<file path="src/rtl/uart_tx_frame.sv">
// rtl/uart_tx_frame.sv - UART transmitter: start, LSB-first data, optional parity, stop
// tx is registered from the current state, so the line lags the FSM by one cycle.
module uart_tx_frame #(
  parameter int BAUD_DIV   = 5208,
  parameter int DATA_WIDTH = 8,
  parameter int PARITY_EN  = 1,
  parameter int PARITY_ODD = 0
) (
  input  logic                  clk,
  input  logic                  tx_arst_n,
  input  logic                  tx_rst,
  input  logic                  tx_en,
  input  logic                  tx_start,
  input  logic [DATA_WIDTH-1:0] tx_data,
  output logic                  tx,
  output logic                  tx_busy,
  output logic                  tx_done
);

  localparam int CNT_W = (BAUD_DIV > 1) ? $clog2(BAUD_DIV) : 1;
  localparam int IDX_W = $clog2(DATA_WIDTH);

  typedef enum logic [2:0] {
    IDLE,
    START,
    DATA,
    PARITY,
    STOP
  } state_t;

  state_t                  state, state_n;
  logic [CNT_W-1:0]        cnt, cnt_n;
  logic [IDX_W-1:0]        idx, idx_n;
  logic [DATA_WIDTH-1:0]   shreg, shreg_n;
  logic                    par, par_n;
  logic                    tx_n, busy_n, done_n;
  logic                    bit_end;

  assign bit_end = (cnt == CNT_W'(BAUD_DIV - 1));

  always_ff @(posedge clk or negedge tx_arst_n) begin
    if (!tx_arst_n) begin
      state   <= IDLE;
      cnt     <= '0;
      idx     <= '0;
      shreg   <= '0;
      par     <= 1'b0;
      tx      <= 1'b1;
      tx_busy <= 1'b0;
      tx_done <= 1'b0;
    end else if (tx_rst) begin
      state   <= IDLE;
      cnt     <= '0;
      idx     <= '0;
      shreg   <= '0;
      par     <= 1'b0;
      tx      <= 1'b1;
      tx_busy <= 1'b0;
      tx_done <= 1'b0;
    end else begin
      state   <= state_n;
      cnt     <= cnt_n;
      idx     <= idx_n;
      shreg   <= shreg_n;
      par     <= par_n;
      tx      <= tx_n;
      tx_busy <= busy_n;
      tx_done <= done_n;
    end
  end

  always_comb begin
    state_n = state;
    cnt_n   = cnt;
    idx_n   = idx;
    shreg_n = shreg;
    par_n   = par;
    tx_n    = 1'b1;
    done_n  = 1'b0;

    case (state)
      IDLE: begin
        if (tx_start) begin
          shreg_n = tx_data;
          par_n   = (^tx_data) ^ (PARITY_ODD != 0);
          state_n = START;
          cnt_n   = '0;
          idx_n   = '0;
        end
      end
      START: begin
        tx_n = 1'b0;
        if (bit_end) begin
          state_n = DATA;
          cnt_n   = '0;
          idx_n   = '0;
        end else begin
          cnt_n = cnt + CNT_W'(1);
        end
      end
      DATA: begin
        tx_n = shreg[0];
        if (bit_end) begin
          cnt_n   = '0;
          shreg_n = shreg >> 1;
          if (idx == IDX_W'(DATA_WIDTH - 1)) begin
            idx_n   = '0;
            state_n = (PARITY_EN != 0) ? PARITY : STOP;
          end else begin
            idx_n = idx + IDX_W'(1);
          end
        end else begin
          cnt_n = cnt + CNT_W'(1);
        end
      end
      PARITY: begin
        tx_n = par;
        if (bit_end) begin
          state_n = STOP;
          cnt_n   = '0;
        end else begin
          cnt_n = cnt + CNT_W'(1);
        end
      end
      STOP: begin
        tx_n = 1'b1;
        if (bit_end) begin
          state_n = IDLE;
          cnt_n   = '0;
          done_n  = 1'b1;
        end else begin
          cnt_n = cnt + CNT_W'(1);
        end
      end
      default: begin
        state_n = IDLE;
        cnt_n   = '0;
        idx_n   = '0;
      end
    endcase

    // Disable aborts the frame outright; it is never resumed.
    if (!tx_en) begin
      state_n = IDLE;
      cnt_n   = '0;
      idx_n   = '0;
      tx_n    = 1'b1;
      done_n  = 1'b0;
    end

    busy_n = (state_n != IDLE);
  end

endmodule

</file>
<file path="config.mk">
export PLATFORM = sky130hd
export DESIGN_NAME = uart_tx_frame
export DESIGN_NICKNAME = d
export VERILOG_FILES = /design/src/rtl/uart_tx_frame.sv
export SDC_FILE = /design/constraint.sdc
export NUM_CORES = 1
export LEC_CHECK = 0
export ABC_AREA = 1
export BUFFER_PORTS_ARGS = -buffer_cell sky130_fd_sc_hd__buf_2
export CAP_MARGIN = 10
export CORE_ASPECT_RATIO = 1.5
export CORE_MARGIN = 2
export CORE_UTILIZATION = 60
export DETAILED_ROUTE_END_ITERATION = 16
export PLACE_DENSITY = 0.86
export SYNTH_ARGS = -nofsm -noshare
export SYNTH_HDL_FRONTEND = slang
export SYNTH_SLANG_ARGS = --single-unit
</file>
<file path="constraint.sdc">
create_clock -name clk -period 4.4 [get_ports clk]
set_input_delay 1.1 -clock clk [delete_from_list [all_inputs] [get_ports clk]]
set_output_delay 1.1 -clock clk [all_outputs]
set_load 0.005 [all_outputs]
</file>
==> results by group, run 1 <==
Run status
  • Status: complete, no violations

Logic synthesis
  • Top FF cell, synth: dfrtp_1
  • Synth Register Bits: 31
  • Post-Syn Instances: 286
  • Syn_nets: 302
  • Fraction of registers with async set/reset: 1.00
  • Synth cell types: 30
  • Mapped Area: 0.00210 sq mm
  • Seq/Total Area, Yosys: 0.369
  • Post-synth EDFFs: 0
  • Yosys warnings: 0
  • Syn_area_per_cell: 7.35 sq um

Setup path
  • Crit-path cells: buf_2 -> inv_2 -> nand2_4 -> nor2_2 -> nand2_2 -> inv_1 -> nor2_1 -> nor3_1
  • Worst Path Required: 4600 ps
  • CP max-delay cell: inv_2
  • WS Path Type: in2reg
  • Startpoint types: primary input
  • Critical Path Fanout Max: 18
  • Critical path data arrival time: 2360 ps
  • Crit-path max cell delay: 240 ps
  • Crit. End Element: flop

Finish
  • NumNets Final: 318
  • Diode count: 0
  • Commonest cells after routing, fill and taps aside: 64 x nand2_1, 34 x nor2_1, 31 x inv_1
  • Area grow syn2layout: 8.21%
  • Fill count: 292
  • Final Util: 0.673
  • Layout cell share with drive strength beyond 1: 0.215
  • Leading cell type in the layout, fill and taps excluded: nand2_1
  • Non-filler instance count after layout: 345

STA
  • Max Slew Vio Count: 0
  • Final Hold Viols: 0
  • RSZ-0062 raised after global routing: no
  • Clock Skews: 5.40 ps
  • Least-Margin Pin Slew: 687 ps
  • Final setup violation count: 0
  • Fin Setup TNS: 0 ps
  • Final worst path period share: 0.491
  • FMAX: 463 MHz
  • Final min period: 2160 ps
  • Max-slew headroom: 0.542

Die
  • Initial Util: 0.622
  • Die Ht: 76.5 um
  • Die width: 52.3 um
  • Ports: 16
  • Core area: 0.00338 sq mm
  • Total Die Area: 0.00400 sq mm
  • Num rows: 26

Global route
  • Initial antenna violation count: 0
  • Largest net degree at the start of global routing: 32
  • Grt total ovfl: 0
  • Vias in the first global route: 1848
  • GRT Total Usage: 0.263
  • Global-route wire length before repair: 7980 um

CTS
  • Clock Latency Late Sink: 280 ps
  • CTS Sinks: 31
  • Hold buffers post-CTS: 0
  • Setup bufs post-CTS: 0
  • H-tree depth: 2
  • CTS root buf: clkbuf_8
  • CTS max path bufs: 2
  • PostCTS Resize Cnt: 0
  • CTS Buf Count: 5
  • CTS tree: built
  • CTS clk-pin slew, worst paths: 70 ps

Route
  • DR DRC count: 0
  • Vias per cell: 5.57
  • WL final: 4720 um
  • Vias post-DR: 1923
  • Wire length per cell: 13.7 um
  • Drt first pass iters: 4
  • Antenna-violating nets left: 0
  • DR iter-0 viols: 83

Placed design
  • DP HPWL: 3480 um
  • Total placed cells including tap cells: 337
  • Placer Congestion: 0.905
  • I/O Buffers: 15

Power and ir drop
  • Worst VDD drop: 0.236 mV
  • Pleak: 1.12 nW
  • Power density over the cells: 273 mW/mm^2

Min path
  • Hold Path Class: reg2reg

Run
  • MaxCap Viol Count: 0
per-stage QoR:
step	total power, W	cell area, sq um	hold slack [ps]	worst slack [ps]
floorplan	0.000353	2100	469	2440
global placement	0.000375	2180	489	2030
global route	0.000647	2280	535	2150
CTS	0.000625	2280	504	2270
detailed placement	0.000377	2180	493	1970
finish	0.000620	2280	499	2240
routing by layer:
metal,vias to the layer above,wire length [um],part of all wire,global-route usage
met5,-,0,0,0
met4,0,131,0.028,0.136
met3,13,151,0.032,0.0451
met2,53,2600,0.55,0.469
met1,910,1840,0.39,0.282
li1,947,-,-,-
logic make-up (layout without fill, tap and decap cells):
family / count (synthesis) / after routing / share of synthesized area
compound gates: 28 / 28 / 0.0863
fa+ha+maj: 3 / 3 / 0.0178
buf+inv: 45 / 62 / 0.0964
xor+xnor: 11 / 11 / 0.0458
simple gates: 168 / 168 / 0.384
flops: 31 / 31 / 0.369
Yosys cell counts, drive strengths merged, types with 3 or more instances:
master,count,area (sq um)
a21oi,6,30.0
o21ai,13,83.8
buf,6,55.1
nor2,43,189
nand4,10,62.6
nand2,75,319
inv,38,143
o211ai,7,52.6
ha,3,37.5
xor2,7,61.3
nand3,28,160
dfrtp,30,751
nor3,7,45.0
xnor2,4,35.0
or2,3,18.8
power by group:
part           leakage (nW)  switching (W)  internal [W]
clock network        0.0515       0.000106      0.000143
registers             0.422     0.00000779      0.000296
logic                 0.643      0.0000448     0.0000235
total                  1.12       0.000158      0.000462
worst paths after layout:
kind / from / to / slack [ps] / cells after the start
max: tx_rst / cnt[2] / 2240 / 8
min: cnt[0] / cnt[0] / 500 / 1
max reg2reg: state[2] / shreg[5] / 2550 / 7
min reg2reg: cnt[0] / cnt[0] / 500 / 1
max in group asynchronous: tx_arst_n / cnt[2] / 3110 / 1
min in group asynchronous: tx_arst_n / shreg[2] / 860 / 1
area by class of cell:
| type | count | area, sq um | share of cell area |
|---|---|---|---|
| repair buffers | 15 | 75.1 | 0.0330 |
| inverters | 39 | 148 | 0.0649 |
| clock buffers | 8 | 100 | 0.0440 |
| multi-input cells | 210 | 1120 | 0.494 |
| well taps | 42 | 52.6 | 0.0231 |
| flip-flops and latches | 31 | 777 | 0.341 |
critical path: cells and delay by family:
family | cells | cell delay, ps
and+or+nand+nor | 5 | 680
buffers and inverters | 3 | 570
registers in the layout (all words and copies together) (netlist names):
register	flops
shreg	8
tx_done	1
idx	3
tx_busy	1
cnt	13
state	3
par	1
tx	1
Power figures use the tool's default switching activity.
==> run 2, diff against run 1 <==
==> constraint.sdc (replaced) <==
create_clock -name clk -period 2.05 [get_ports clk]
set_input_delay 0.5125 -clock clk [delete_from_list [all_inputs] [get_ports clk]]
set_output_delay 0.5125 -clock clk [all_outputs]
set_load 0.005 [all_outputs]
==> run 2 against run 1 <==
  * Final cell count is 0.29% lower
  * Sequential share of layout area is 0.30 points higher
  * Global-route usage is 1.1 points lower
  * Critical path type is now reg2reg
  * Largest cell class unchanged
==> results by group, run 2 (same netlist as run 1, synthesis figures left out) <==
Run status
  • Status: complete, no violations

Setup path
  • Crit-path max cell delay: 450 ps
  • Crit path buffers/inverters: 2
  • WS Path Type: reg2reg
  • Top delay family on crit path: simple AND/OR/NAND/NOR gates
  • Critical path data arrival time: 2010 ps
  • Worst Path Required: 2240 ps
  • Crit-path cells: inv_2 -> nand3_2 -> inv_2 -> nand2_2 -> nand2_2 -> nand2_1 -> o21ai_0
  • CP max-delay cell: dfrtp_1
  • Startpoint types: flop
  • WP depth: 7
  • Critical Path Fanout Max: 12
  • R2R cell count: 7
  • Crit. End Element: flop

Power and ir drop
  • Pwr Total: 0.00123 W
  • Worst VDD drop: 0.470 mV
  • Power density over the cells: 546 mW/mm^2
  • Pleak: 1.11 nW

Die
  • Die Ht: 76.5 um
  • Die width: 52.3 um
  • Core area: 0.00338 sq mm
  • Ports: 16
  • Total Die Area: 0.00400 sq mm
  • Num rows: 26
  • Initial Util: 0.622

Finish
  • Final instance area: 0.00226 sq mm
  • NumNets Final: 319
  • Commonest cells after routing, fill and taps aside: 64 x nand2_1, 34 x nor2_1, 31 x inv_1
  • Diode count: 0
  • Layout cell share with drive strength beyond 1: 0.212
  • Top Registers: cnt: 13 flops, shreg: 8 flops
  • Leading cell type in the layout, fill and taps excluded: nand2_1
  • Non-filler instance count after layout: 344
  • Max reg flops: 13
  • Top reg by flops: cnt
  • Area of the multi-input gates: 0.00112 sq mm
  • Reg area: 777 sq um
  • Area grow syn2layout: 7.26%
  • Fill count: 315

Route
  • DR DRC count: 0
  • WL final: 4540 um
  • Vias post-DR: 1872
  • DR iter-0 viols: 68
  • Drt first pass iters: 4
  • Antenna-violating nets left: 0
  • Wire length per cell: 13.2 um
  • Vias per cell: 5.44

CTS
  • Setup bufs post-CTS: 0
  • CTS clk-pin slew, worst paths: 60 ps
  • CTS Sinks: 31
  • PostCTS Resize Cnt: 0
  • Hold buffers post-CTS: 0
  • CTS max path bufs: 2
  • H-tree depth: 2
  • CTS tree: built
  • Clock Latency Late Sink: 280 ps
  • CTS root buf: clkbuf_8
  • CTS Buf Count: 5

Placed design
  • Total placed cells including tap cells: 338
  • Placer Congestion: 0.852
  • Placed cell area: 0.00218 sq mm
  • DP HPWL: 3620 um
  • I/O Buffers: 15

STA
  • Final setup violation count: 0
  • Min Hold Slack: 270 ps
  • Final worst path period share: 0.888
  • Clock Skews: 5.74 ps
  • Final min period: 1820 ps
  • Final Hold Viols: 0
  • Max Slew Vio Count: 0
  • Least-Margin Pin Slew: 681 ps
  • FMAX: 549 MHz
  • RSZ-0062 raised after global routing: no
  • Max-slew headroom: 0.546
  • Fin Setup TNS: 0 ps

Global route
  • Vias in the first global route: 1874
  • Initial antenna violation count: 0
  • GRT Total Usage: 0.253
  • Global-route wire length before repair: 7620 um
  • Grt total ovfl: 0
  • Largest net degree at the start of global routing: 32

Run
  • MaxCap Viol Count: 0

Min path
  • Hold Path Class: in2async
==> run 2: changes by cell type in the layout (fill, tap and decap cells not counted), sizes merged <==
| cell | change |
|---|---|
| buf | +1 |
| clkbuf | -2 |
==> run 2: final timing paths <==
path / from / end / slack (ps)
setup / recovery: state[2] / shreg[5] / 230
hold / removal: tx_arst_n / shreg[6] / 270
setup reg to reg: state[2] / shreg[5] / 230
hold reg to reg: shreg[2] / shreg[2] / 520
max in group asynchronous: tx_arst_n / shreg[2] / 1340
min in group clk: shreg[2] / shreg[2] / 520
==> run 2: per-stage QoR <==
step / setup WS, ps / util
finish: 230 / 0.667
global route: 44.0 / 0.667
CTS: 218 / 0.667
detailed placement: 251 / 0.645
global placement: 304 / 0.645
floorplan: 591 / -
==> run 2: worst register-to-register path: stages (launching register included) <==
cell and delay (ps):
dfrtp_1 450, inv_2 150, nand3_2 240, inv_2 230
nand2_2 110, nand2_2 240, nand2_1 130, o21ai_0 190
==> run 2: power breakdown <==
| group | switching (W) | total (W) | internal, W |
|---|---|---|---|
| clock | 0.000205 | 0.000431 | 0.000226 |
| combinational | 0.0000965 | 0.000148 | 0.0000518 |
| sequential | 0.0000173 | 0.000653 | 0.000636 |
==> run 2: per-layer routing <==
metal | vias up | GRT usage | routed length, um
li1 | 947 | - | -
met1 | 860 | 0.247 | 1670
met2 | 47 | 0.461 | 2530
met3 | 18 | 0.0490 | 172
met4 | 0 | 0.146 | 170
met5 | - | 0 | 0
==> run 2: area by class of cell <==
type	instances	share of cell area
clock buffer	6	0.0322
multi-input combinational	210	0.498
tap	42	0.0233
timing repair buffer	16	0.0366
sequential	31	0.344
inverter	39	0.0654
